<file path="src/rtl/MIPS_pkg.sv">
// MIPS_pkg: types and constants shared between the instruction-memory loader and the core.
package MIPS_pkg;

    // Instruction word width used by the core and by the loader's data path.
    localparam int unsigned InstrWidth = 16;

    // Loader control states.
    typedef enum logic [2:0] {
        StIdle,
        StLoad,
        StCheck,
        StDone,
        StError
    } loader_state_e;

    // Limit a requested word count to the memory depth.
    function automatic int unsigned clamp_len(input int unsigned len, input int unsigned depth);
        return (len > depth) ? depth : len;
    endfunction

endpackage

</file>
<file path="src/rtl/imem_loader.sv">
// imem_loader: streams a program from a valid/ready source into instruction memory while
// holding the MIPS core in reset, then releases the core.
// Optional feature: define IMEM_LOADER_CHECKSUM_EN to require a trailer word after the
// program such that the modulo-2^DATA_W sum of all loaded words plus the trailer is zero.
module imem_loader
    import MIPS_pkg::*;
#(
    parameter int unsigned ADDR_W = 8,
    parameter int unsigned DATA_W = InstrWidth
) (
    input  logic              clk_i,
    input  logic              rst_ni,
    input  logic              start_i,
    input  logic [ADDR_W:0]   len_i,
    input  logic              in_valid_i,
    input  logic [DATA_W-1:0] in_data_i,
    output logic              in_ready_o,
    output logic              imem_we_o,
    output logic [ADDR_W-1:0] imem_addr_o,
    output logic [DATA_W-1:0] imem_wdata_o,
    output logic              core_rst_o,
    output logic              busy_o,
    output logic              done_o,
    output logic              chk_err_o
);

    localparam int unsigned DEPTH = 32'd1 << ADDR_W;

    loader_state_e     state_q;
    logic [ADDR_W:0]   cnt_q;
    logic [ADDR_W:0]   len_q;
    logic [ADDR_W-1:0] addr_q;
    logic [DATA_W-1:0] wdata_q;
    logic              in_ready_q;
    logic              we_q;
    logic              core_rst_q;
    logic              busy_q;
    logic              done_q;

    logic [ADDR_W:0]   len_clamped;
    logic [ADDR_W:0]   cnt_inc;
    logic              accept;
    logic              last_word;
    logic              restart;
    logic              from_idle;

`ifdef IMEM_LOADER_CHECKSUM_EN
    logic [DATA_W-1:0] sum_q;
    logic [DATA_W-1:0] sum_nxt;
    logic              chk_err_q;
`endif

    assign len_clamped = (ADDR_W+1)'(clamp_len(32'(len_i), DEPTH));
    assign cnt_inc     = cnt_q + {{ADDR_W{1'b0}}, 1'b1};
    assign accept      = in_valid_i & in_ready_q;
    assign last_word   = (cnt_inc == len_q);
    assign from_idle   = (state_q == StIdle);
    // A start is honoured only when no load or trailer check is in flight.
    assign restart     = start_i &&
                         ((state_q == StIdle) || (state_q == StDone) || (state_q == StError));

`ifdef IMEM_LOADER_CHECKSUM_EN
    assign sum_nxt = sum_q + in_data_i;
`endif

    // Control FSM; every output is registered alongside the state.
    always_ff @(posedge clk_i or negedge rst_ni) begin
        if (!rst_ni) begin
            state_q    <= StIdle;
            cnt_q      <= '0;
            len_q      <= '0;
            addr_q     <= '0;
            wdata_q    <= '0;
            in_ready_q <= 1'b0;
            we_q       <= 1'b0;
            core_rst_q <= 1'b1;
            busy_q     <= 1'b0;
            done_q     <= 1'b0;
`ifdef IMEM_LOADER_CHECKSUM_EN
            sum_q      <= '0;
            chk_err_q  <= 1'b0;
`endif
        end else begin
            we_q <= 1'b0;
            if (restart) begin
                cnt_q <= '0;
                len_q <= len_clamped;
`ifdef IMEM_LOADER_CHECKSUM_EN
                sum_q     <= '0;
                chk_err_q <= 1'b0;
`endif
                if (len_clamped == '0) begin
                    state_q    <= StDone;
                    // From idle the core was never released, so it can go at once; a
                    // restart from a finished load pulses the core reset for one cycle.
                    done_q     <= from_idle;
                    core_rst_q <= ~from_idle;
                end else begin
                    state_q    <= StLoad;
                    in_ready_q <= 1'b1;
                    busy_q     <= 1'b1;
                    done_q     <= 1'b0;
                    core_rst_q <= 1'b1;
                end
            end else begin
                case (state_q)
                    StLoad: begin
                        if (accept) begin
                            we_q    <= 1'b1;
                            addr_q  <= cnt_q[ADDR_W-1:0];
                            wdata_q <= in_data_i;
                            cnt_q   <= cnt_inc;
`ifdef IMEM_LOADER_CHECKSUM_EN
                            sum_q   <= sum_nxt;
                            if (last_word) begin
                                state_q <= StCheck;
                            end
`else
                            if (last_word) begin
                                // Core stays held this cycle: the final write is still going out.
                                state_q    <= StDone;
                                in_ready_q <= 1'b0;
                                busy_q     <= 1'b0;
                            end
`endif
                        end
                    end
`ifdef IMEM_LOADER_CHECKSUM_EN
                    StCheck: begin
                        // The trailer is consumed but never written to memory.
                        if (accept) begin
                            in_ready_q <= 1'b0;
                            busy_q     <= 1'b0;
                            if (sum_nxt == '0) begin
                                state_q    <= StDone;
                                done_q     <= 1'b1;
                                core_rst_q <= 1'b0;
                            end else begin
                                state_q   <= StError;
                                chk_err_q <= 1'b1;
                            end
                        end
                    end
`endif
                    StDone: begin
                        done_q     <= 1'b1;
                        core_rst_q <= 1'b0;
                    end
                    default: begin
                    end
                endcase
            end
        end
    end

    assign in_ready_o   = in_ready_q;
    assign imem_we_o    = we_q;
    assign imem_addr_o  = addr_q;
    assign imem_wdata_o = wdata_q;
    assign core_rst_o   = core_rst_q;
    assign busy_o       = busy_q;
    assign done_o       = done_q;
`ifdef IMEM_LOADER_CHECKSUM_EN
    assign chk_err_o    = chk_err_q;
`else
    assign chk_err_o    = 1'b0;
`endif

endmodule

</file>
<file path="config.mk">
export PLATFORM = sky130hd
export DESIGN_NAME = imem_loader
export DESIGN_NICKNAME = d
export VERILOG_FILES = /design/src/rtl/MIPS_pkg.sv /design/src/rtl/imem_loader.sv
export SDC_FILE = /design/constraint.sdc
export NUM_CORES = 1
export LEC_CHECK = 0
export BUFFER_PORTS_ARGS = -buffer_cell sky130_fd_sc_hd__buf_4
export CORE_MARGIN = 2
export CORE_UTILIZATION = 50
export CTS_CLUSTER_DIAMETER = 60
export DETAILED_ROUTE_END_ITERATION = 10
export GPL_TIMING_DRIVEN = 0
export PLACE_DENSITY_LB_ADDON = 0.08
export SYNTH_ARGS = -nofsm -noshare
export SYNTH_HDL_FRONTEND = slang
export SYNTH_SLANG_ARGS = --single-unit
</file>
<file path="constraint.sdc">
create_clock -name clk_i -period 3.7 [get_ports clk_i]
set_input_delay 0.37 -clock clk_i [delete_from_list [all_inputs] [get_ports clk_i]]
set_output_delay 0.37 -clock clk_i [all_outputs]
set_load 0.02 [all_outputs]
</file>
=== After elaboration in Yosys (flattened, before gate mapping) ===
Index checks and enable logic that the tools add are counted.

* Register bits: 49
* Bits in latches: 0
* Memory bits (writable): 0
* Memory bits (read-only): 0
* Output and inout port bits: 30
* Logic and storage cells: 55
* Memories kept: 0

* Add/sub/neg operators: 1
* Multipliers: 0
* Divide/modulo/power cells: 0
* $lt $le $gt $ge: 1
* Equal/unequal tests: 5
* Shift operators: 0
* Muxes and demuxes: 23
* Bitwise operators: 3
* Reduce and logical (&&, ||, !) cells: 13

{| class="wikitable"
|+ Operators with widths
! cell !! count
|-
| $mux W9 || 4
|-
| $mux W1 || 14
|-
| $mux W3 || 4
|-
| $add A9 B1 Y9 const B || 1
|-
| $eq A9 B9 Y1 || 1
|-
| $gt A9 B9 Y1 const B || 1
|-
| $logic_not A9 Y1 || 1
|-
| $reduce_bool A2 Y1 || 4
|-
| $reduce_and A3 Y1 || 2
|-
| $reduce_and A4 Y1 || 1
|-
| $eq A3 B1 Y1 const B || 1
|-
| $eq A3 B2 Y1 const B || 1
|-
| $eq A3 B3 Y1 const B || 1
|-
| $logic_not A3 Y1 || 1
|-
| $logic_or A1 B1 Y1 || 2
|-
| $mux W2 || 1
|-
| $ne A2 B2 Y1 const B || 1
|-
| $not A1 Y1 || 2
|-
| $reduce_and A2 Y1 || 1
|-
| $and A1 B1 Y1 || 1
|-
| $logic_and A1 B1 Y1 || 1
|}

=== Longest topological paths before layout ===
Gate-level depths: netlist of run 1.

* Word-level depth: 6
* Depth in mapped cells: 7
* Gate-level depth less buffers: 7

=== Worst setup path after synthesis of run 1 ===
No wires, ideal clock.

* Kind: register to register
* From: reg cnt_q[0]
* To: reg busy_q, in the netlist busy_o
* Setup time: 0.124 ns
* Arrival: 1.752 ns
* Path slack: 1.824 ns
* Cell stages (with the launch flop): 7
* Path buffers: 0
* Cells stage by stage: dfrtp_1 ha_1 nand3_4 or4_4 a21oi_2 o22ai_2 o31a_1

* Cells in the longest elaborated chain, start to end: 4

{| class="wikitable"
|+ Ends and longest elaborated chain
! item !! RTL line !! text
|-
| start: declaration || imem_loader.sv:30 || <nowiki>logic [ADDR_W:0] cnt_q;</nowiki>
|-
| start signal: assignment || imem_loader.sv:112 || <nowiki>cnt_q <= cnt_inc;</nowiki>
|-
| $add A9 B1 Y9 || imem_loader.sv:54 || <nowiki>assign cnt_inc = cnt_q + {{ADDR_W{1'b0}}, 1'b1};</nowiki>
|-
| $eq A9 B9 Y1 || imem_loader.sv:56 || <nowiki>assign last_word = (cnt_inc == len_q);</nowiki>
|-
| $reduce_bool A2 Y1 (no source line) || n/a ||
|-
| $reduce_and A4 Y1 (no source line) || n/a ||
|-
| end signal: assignment || imem_loader.sv:77 || <nowiki>busy_q <= 1'b0;</nowiki>
|-
| end signal: assignment || imem_loader.sv:101 || <nowiki>busy_q <= 1'b1;</nowiki>
|-
| end signal: assignment || imem_loader.sv:123 || <nowiki>busy_q <= 1'b0;</nowiki>
|-
| end: declaration || imem_loader.sv:37 || <nowiki>logic busy_q;</nowiki>
|}

No other way between the ends.
A chain may end at the register's enable or synchronous reset.

=== Final worst setup path of run 1 ===
* From: reg state_q[1]
* To: reg wdata_q[0], in the netlist imem_wdata_o[0]

* Cells in the longest elaborated chain, start to end: 6

{| class="wikitable"
|+ Ends and longest elaborated chain
! item !! RTL line !! text
|-
| start: declaration || imem_loader.sv:29 || <nowiki>loader_state_e state_q;</nowiki>
|-
| start signal: assignment || imem_loader.sv:69 || <nowiki>state_q <= StIdle;</nowiki>
|-
| start signal: assignment || imem_loader.sv:93 || <nowiki>state_q <= StDone;</nowiki>
|-
| start signal: assignment || imem_loader.sv:99 || <nowiki>state_q <= StLoad;</nowiki>
|-
| $eq A3 B2 Y1 / $logic_not A3 Y1 (equally long branches) || imem_loader.sv:60 || <nowiki>((state_q == StIdle) || (state_q == StDone) || (state_q == StError));</nowiki>
|-
| $logic_or A1 B1 Y1 (2 in series) || imem_loader.sv:60 ||
|-
| $logic_and A1 B1 Y1 || imem_loader.sv:59 || <nowiki>assign restart = start_i &&</nowiki>
|-
| $not A1 Y1 (no source line) || n/a ||
|-
| $reduce_and A3 Y1 (no source line) (*) || n/a ||
|-
| end signal: assignment || imem_loader.sv:111 || <nowiki>wdata_q <= in_data_i;</nowiki>
|-
| end: declaration || imem_loader.sv:33 || <nowiki>logic [DATA_W-1:0] wdata_q;</nowiki>
|}

Every way passes the cells marked *; elsewhere a longest branch is shown, timed or not.

==> results.tsv, run 1 <==
stage	metric	value	unit
sta	Final Hold Vio Count	0	
power_and_ir_drop	PD cells	747.0	nW/um^2
placement	pre-CTS WS	1.447	ns
power_and_ir_drop	Cell Int Power	0.001380	W
power_and_ir_drop	worst vdd ir	0.4621	mV
worst_setup_path	Critical Path AT	2.42	ns
sta	fmax	447.9	MHz
global_route	gr busiest metal	met2	
final_layout	most frequent cells in the layout	buf_4 (60), dfrtp_1 (47), nand2_1 (29)	
placement	HPWL after detailed placement	3355	microns
global_route	largest net degree at the start of global routing	49	
worst_setup_path	delay-heaviest family, CP	simple AND/OR/NAND/NOR gates	
sta	max-slew violations	0	
worst_setup_path	CP bufs+invs	2	
sta	Worst slew margin	61.41	%
cts	CTS Hold Buffers Added	0	
worst_setup_path	Worst R2R Path Depth	6	
logic_synthesis	share of flip-flops with an asynchronous set or reset	100.0	%
final_layout	synth-to-layout area growth	26.07	%
floorplan	I/O Pins	59	
power_and_ir_drop	Net Sw Power	0.0007892	W
global_route	vias in the first global route	1704	
logic_synthesis	synthesized net count	243	
drt	Via density	5.306	
final_layout	Non-Filler Instances	327	
sta	Final Critical Period	2.233	ns
global_route	GR Util met3	4.360	%
drt	drt pass-1 iters	4	
logic_synthesis	Avg Cell Area, Syn	10.97	sq um
cts	clk buf depth	2	
floorplan	initial core utilization	52.54	%
cts	CTS tree	done	
global_route	total gr overflow	0	
worst_setup_path	required time worst endpoint	3.88	ns
power_and_ir_drop	Sw Share	36.38	%
logic_synthesis	mapped cell area	2303	sq um
sta	worst slew pin tran	0.5789	ns
global_route	antenna violations before repair	0	
power_and_ir_drop	Comb pwr share	44.7	%
logic_synthesis	sequential area share after synthesis	52.20	%
worst_setup_path	worst reg2reg startpoint	state_q[1]	
cts	H-Tree Depth	2	
sta	final worst-path cycle share	60.34	%
final_layout	Final #Nets	307	
drt	DR WL/cell	13.64	microns
logic_synthesis	synth unique cells	41	
worst_setup_path	CP Capture Type	flip-flop	
logic_synthesis	top_reg_cell synth	dfrtp_1	
final_layout	most common cell after layout, fill and taps aside	buf_4	
run_status	outcome	finished clean	
cts	Inserted Clock Buffers	5	
sta	min setup slack post-route	1.467	ns
cts	Skew-Pair Late Insertion Delay	0.29	ns
worst_setup_path	CP startpoint kind	flip-flop	
logic_synthesis	main combinational cell family by area after synthesis	simple AND/OR/NAND/NOR gates	
global_route	met2 usage	32.00	%
logic_synthesis	Warnings, synthesis	0	
global_route	met1 usage	25.48	%
sta	final setup skew	0.003845	ns
final_layout	layout cells sized above 1	36.36	%
hold_path	Hold WC Path Type	input port to asynchronous set/reset pin	
sta	RSZ-0062 raised after global routing	false	
cts	# resized after CTS	0	
global_route	GRT Util Overall	19.40	%
cts	root buf cell	clkbuf_8	
floorplan	Die ar.	5166	sq um
worst_setup_path	crit path kind	flip-flop to flip-flop	
drt	number of DRC markers in iteration 0	60	
logic_synthesis	post-synthesis compound-gate area fraction	8.800	%
drt	post-route ant nets	0	
drt	# DRC	0	
worst_setup_path	slowest CP cell	nor2_1	
sta	final setup vio count	0	
cts	clk slew on worst S/H paths	0.08	ns
placement	GPL Wtd Cong	0.8505	
logic_synthesis	Synth Area in Adders	2.173	%
worst_setup_path	worst-path maximum fanout	10	
drt	vias post-DR	1735	
worst_setup_path	RR Endpoint	imem_wdata_o[0]	
drt	wire length reported by the detailed router	4460	microns
cts	clk sinks	48	
placement	number of buffers inserted by port buffering	57	
power_and_ir_drop	Leak	1.376	nW
final_layout	# diodes	0	
logic_synthesis	simple-gate area share of the yosys netlist	18.09	%
floorplan	Core Footprint	4384	sq um
logic_synthesis	mux contribution to synthesized area	10.76	%
worst_setup_path	Crit. Startpoint	state_q[1]	
worst_setup_path	critical path's largest stage delay	0.50	ns
power_and_ir_drop	Tot Pwr	0.002169	W
logic_synthesis	synthesized flop and latch total	48	
floorplan	die height	71.88	microns
sta	post-route setup TNS	0	ns
run	Max Cap Violations	0	
worst_setup_path	internal reg-to-reg setup slack	1.47	ns
logic_synthesis	Mapped Cells	210	
floorplan	die span in x	71.88	microns
worst_setup_path	crit-path cells	inv_1 -> ha_1 -> nand3_1 -> nor2_1 -> buf_2 -> mux2_2	
logic_synthesis	EDFF count, synth	0	
global_route	first-pass GRT wire length	7776	microns
placement	Placed Instances	319	
power_and_ir_drop	Clk network pwr share	16.9	%
floorplan	Placement Rows	24	
sta	final hold slack	0.07177	ns
power_and_ir_drop	part of the power in registers	38.4	%
cts	post-CTS setup repair buffer count	0	
logic_synthesis	post-synthesis xor/xnor area fraction	4.563	%
==> cells in the mapped netlist, types with 4 or more instances <==
cell / number / area (sq um)
dfrtp_1: 47 / 1176
nand2_1: 29 / 108.9
mux2_2: 22 / 247.7
nor2_1: 11 / 41.29
nand3b_1: 9 / 67.56
xnor2_1: 8 / 70.07
o21ai_0: 7 / 35.03
or3_1: 6 / 37.54
clkbuf_1: 5 / 18.77
inv_1: 5 / 18.77
nor2b_1: 5 / 31.28
nor3_1: 5 / 25.02
a21oi_1: 4 / 20.02
ha_1: 4 / 50.05
nand3_1: 4 / 20.02
xor2_1: 4 / 35.03
==> cell families (layout without fill, tap and decap cells) <==
kind of cell    count (synthesis)  count (layout)
buf+inv                        16              81
xor+xnor                       12              12
flops                          48              48
other cells                     1               1
simple gates                   80              80
mux                            22              22
fa+ha+maj                       4               4
compound gates                 27              27
==> cell type report <==
cell class	instances	area, sq um
Sequential cell	48	1202
Fill cell	361	1480
Buffer	11	56.30
Inverter	5	18.77
Multi-Input combinational cell	146	1026
Timing Repair Buffer	57	427.9
Clock inverter	2	35.03
Clock buffer	6	72.57
Tap cell	52	65.06
==> worst max-delay path by stage <==
stage	endpoint	depth (start not counted)	slack [ns]
2_1_floorplan	busy_o	6	1.82
3_3_place_gp	imem_wdata_o[4]	6	1.48
3_5_place_dp	imem_wdata_o[7]	6	1.45
4_1_cts	imem_wdata_o[7]	6	1.44
5_1_grt	imem_addr_o[2]	6	1.31
6_report	imem_wdata_o[0]	6	1.47
==> power groups by stage <==
stage	combinational, W	clock [W]	sequential (W)
detailed placement	0.000982	0	0.000846
CTS	0.000983	0.000374	0.000836
floorplan	0.000499	0	0.000979
global placement	0.000963	0	0.000839
global route	0.00106	0.000397	0.000860
finish	0.000971	0.000366	0.000833
==> sequential cells by signal (all words and copies together) (netlist names) <==
| register | cells |
|---|---|
| imem_wdata_o | 16 |
| cnt_q | 9 |
| len_q | 9 |
| imem_addr_o | 8 |
| state_q | 2 |
| busy_o | 1 |
| core_rst_o | 1 |
| done_o | 1 |
| imem_we_o | 1 |
==> stage by stage <==
stage / area, sq um / utilization (%)
floorplan: 2303 / -
finish: 2904 / 66.24
CTS: 2904 / 66.24
global placement: 2796 / 63.78
global route: 2904 / 66.24
detailed placement: 2796 / 63.78
==> layer usage <==
layer | share of wire, % | vias up
met3 | 5.4 | 5
met2 | 47 | 46
met1 | 46 | 828
met5 | 0 | -
met4 | 1.2 | 0
li1 | - | 856
(Power assumes the default switching activity.)
==> inputs of run 2 (changes only) <==
==> constraint.sdc (replaced) <==
create_clock -name clk_i -period 2.3 [get_ports clk_i]
set_input_delay 0.23 -clock clk_i [delete_from_list [all_inputs] [get_ports clk_i]]
set_output_delay 0.23 -clock clk_i [all_outputs]
set_load 0.02 [all_outputs]
==> run 2 against run 1 <==
Sequential share of layout area shrank 0.18 points. Largest cell class unchanged. Critical path type unchanged. Clock power grew 61%. Setup slack lost 1.3 ns.
==> results.tsv, run 2 (synthesis results as in run 1) <==
stage	metric	value	unit	change
drt	met1 wire length	2081	microns	was 2070 microns
cts	post-CTS setup repair buffer count	0		unchanged
final_layout	area of the multi-input gates	1028	sq um	was 1026 sq um
drt	Via density	5.302		was 5.306
sta	Final Hold Vio Count	0		unchanged
sta	Final Critical Period	2.161	ns	was 2.233 ns
final_layout	max reg flops	16		unchanged
worst_setup_path	worst-path maximum fanout	9		was 10
sta	final hold slack	0.1647	ns	was 0.07177 ns
run	Max Cap Violations	0		unchanged
cts	CTS tree	done		unchanged
final_layout	# diodes	0		unchanged
drt	WL met3	242	microns	was 243 microns
cts	clk sinks	48		unchanged
cts	Skew-Pair Late Insertion Delay	0.29	ns	about the same
sta	RSZ-0062 raised after global routing	false		unchanged
floorplan	die span in x	71.88	microns	unchanged
cts	clk buf depth	2		unchanged
sta	final worst-path cycle share	93.96	%	was 60.34%
drt	wire length reported by the detailed router	4480	microns	was 4460 microns
worst_setup_path	CP Capture Type	flip-flop		unchanged
floorplan	I/O Pins	59		unchanged
floorplan	Die ar.	5166	sq um	unchanged
final_layout	most frequent cells in the layout	buf_4 (60), dfrtp_1 (47), nand2_1 (29)		unchanged
final_layout	Final #Nets	308		was 307
worst_setup_path	crit path kind	flip-flop to flip-flop		unchanged
drt	drt pass-1 iters	4		unchanged
drt	number of DRC markers in iteration 0	66		was 60
final_layout	synth-to-layout area growth	26.62	%	was 26.07%
placement	GPL Wtd Cong	0.8505		unchanged
worst_setup_path	CP startpoint kind	flip-flop		unchanged
global_route	total gr overflow	0		unchanged
final_layout	register area	1202	sq um	unchanged
drt	DR WL/cell	13.66	microns	was 13.64 microns
sta	Worst slew margin	61.11	%	was 61.41%
sta	final setup skew	0.003869	ns	was 0.003845 ns
global_route	GRT Util Overall	19.46	%	was 19.40%
run_status	outcome	finished clean		unchanged
placement	number of buffers inserted by port buffering	57		unchanged
global_route	vias in the first global route	1716		was 1,704
final_layout	Non-Filler Instances	328		was 327
drt	Top Layer Used	met4		unchanged
global_route	largest net degree at the start of global routing	49		unchanged
hold_path	Hold WC Path Type	input port to flip-flop		was input port to asynchronous set/reset pin
final_layout	# fillers	360		was 361
sta	post-route setup TNS	0	ns	unchanged
final_layout	utilization after layout	66.52	%	was 66.24%
floorplan	Placement Rows	24		unchanged
drt	# DRC	0		unchanged
global_route	first-pass GRT wire length	7803	microns	was 7776 microns
floorplan	Core Footprint	4384	sq um	unchanged
drt	post-route ant nets	0		unchanged
sta	max-slew violations	0		unchanged
sta	final setup vio count	0		unchanged
global_route	antenna violations before repair	0		unchanged
power_and_ir_drop	Leak	1.380	nW	was 1.376 nW
sta	worst slew pin tran	0.5833	ns	was 0.5789 ns
cts	H-Tree Depth	2		unchanged
sta	fmax	462.7	MHz	was 447.9 MHz
cts	root buf cell	clkbuf_8		unchanged
drt	met2 WL post-DR	2104	microns	was 2094 microns
placement	HPWL after detailed placement	3355	microns	unchanged
drt	vias post-DR	1739		was 1,735
worst_setup_path	required time worst endpoint	2.48	ns	was 3.88 ns
worst_setup_path	Critical Path AT	2.35	ns	was 2.42 ns
floorplan	die height	71.88	microns	unchanged
final_layout	most common cell after layout, fill and taps aside	buf_4		unchanged
power_and_ir_drop	PD cells	1199	nW/um^2	was 747.0 nW/um^2
placement	Placed Instances	319		unchanged
cts	Inserted Clock Buffers	5		unchanged
floorplan	initial core utilization	52.54	%	unchanged
cts	clk slew on worst S/H paths	0.08	ns	about the same
final_layout	layout cells sized above 1	36.59	%	was 36.36%
power_and_ir_drop	worst vdd ir	0.7448	mV	was 0.4621 mV
[run 2: worst max-delay path, cell delays in order (launching register included)]
cell	delay, ns
dfrtp_1	0.48
ha_1	0.35
nand3_4	0.16
a2111oi_1	0.52
nand3_1	0.22
o31a_1	0.32
[run 2: final cells by class]
class / count / share of cell area (%)
Sequential cell: 48 / 41.23
Multi-Input combinational cell: 146 / 35.26
Timing Repair Buffer: 58 / 15.02
Clock buffer: 6 / 2.488
Tap cell: 52 / 2.231
Buffer: 11 / 1.931
Clock inverter: 2 / 1.201
Inverter: 5 / 0.6435
[run 2: power breakdown]
group / total [W] / internal, W / switching [W]
Sequential: 0.00134 / 0.00115 / 0.000188
Clock: 0.000590 / 0.000323 / 0.000267
Combinational: 0.00157 / 0.000746 / 0.000820
Total: 0.00350 / 0.00222 / 0.00127
[run 2: per-stage QoR]
step                total power, W  worst slack (ns)  area [sq um]
floorplan                 0.002377            0.4243          2303
finish                    0.003497            0.1390          2917
detailed placement        0.002942           0.04702          2796
global placement          0.002899           0.08070          2796
global route              0.003734           0.01511          2917
CTS                       0.003530           0.04035          2914
[run 2: final timing paths]
kind | from | end | slack [ns] | depth (start not counted)
max in group asynchronous | rst_ni | imem_wdata_o[7] | 1.43 | 2
min | in_data_i[8] | imem_wdata_o[8] | 0.16 | 2
max reg2reg | cnt_q[0] | busy_o | 0.14 | 5
min in group asynchronous | rst_ni | len_q[0] | 0.48 | 2
max | cnt_q[0] | busy_o | 0.14 | 5
min reg2reg | len_q[3] | len_q[3] | 0.49 | 2
[run 2: repair_timing]
item,4_1_cts,5_1_grt
setup endpoints to repair,0,19
gates resized for setup,0,1
hold buffers,1,0
hold endpoints to repair,47,0
[run 2: per-layer routing]
layer | vias up | global-route usage (%)
li1 | 858 | -
met4 | 0 | 6.289
met2 | 46 | 32.20
met1 | 830 | 25.48
met3 | 5 | 4.360
met5 | - | 0
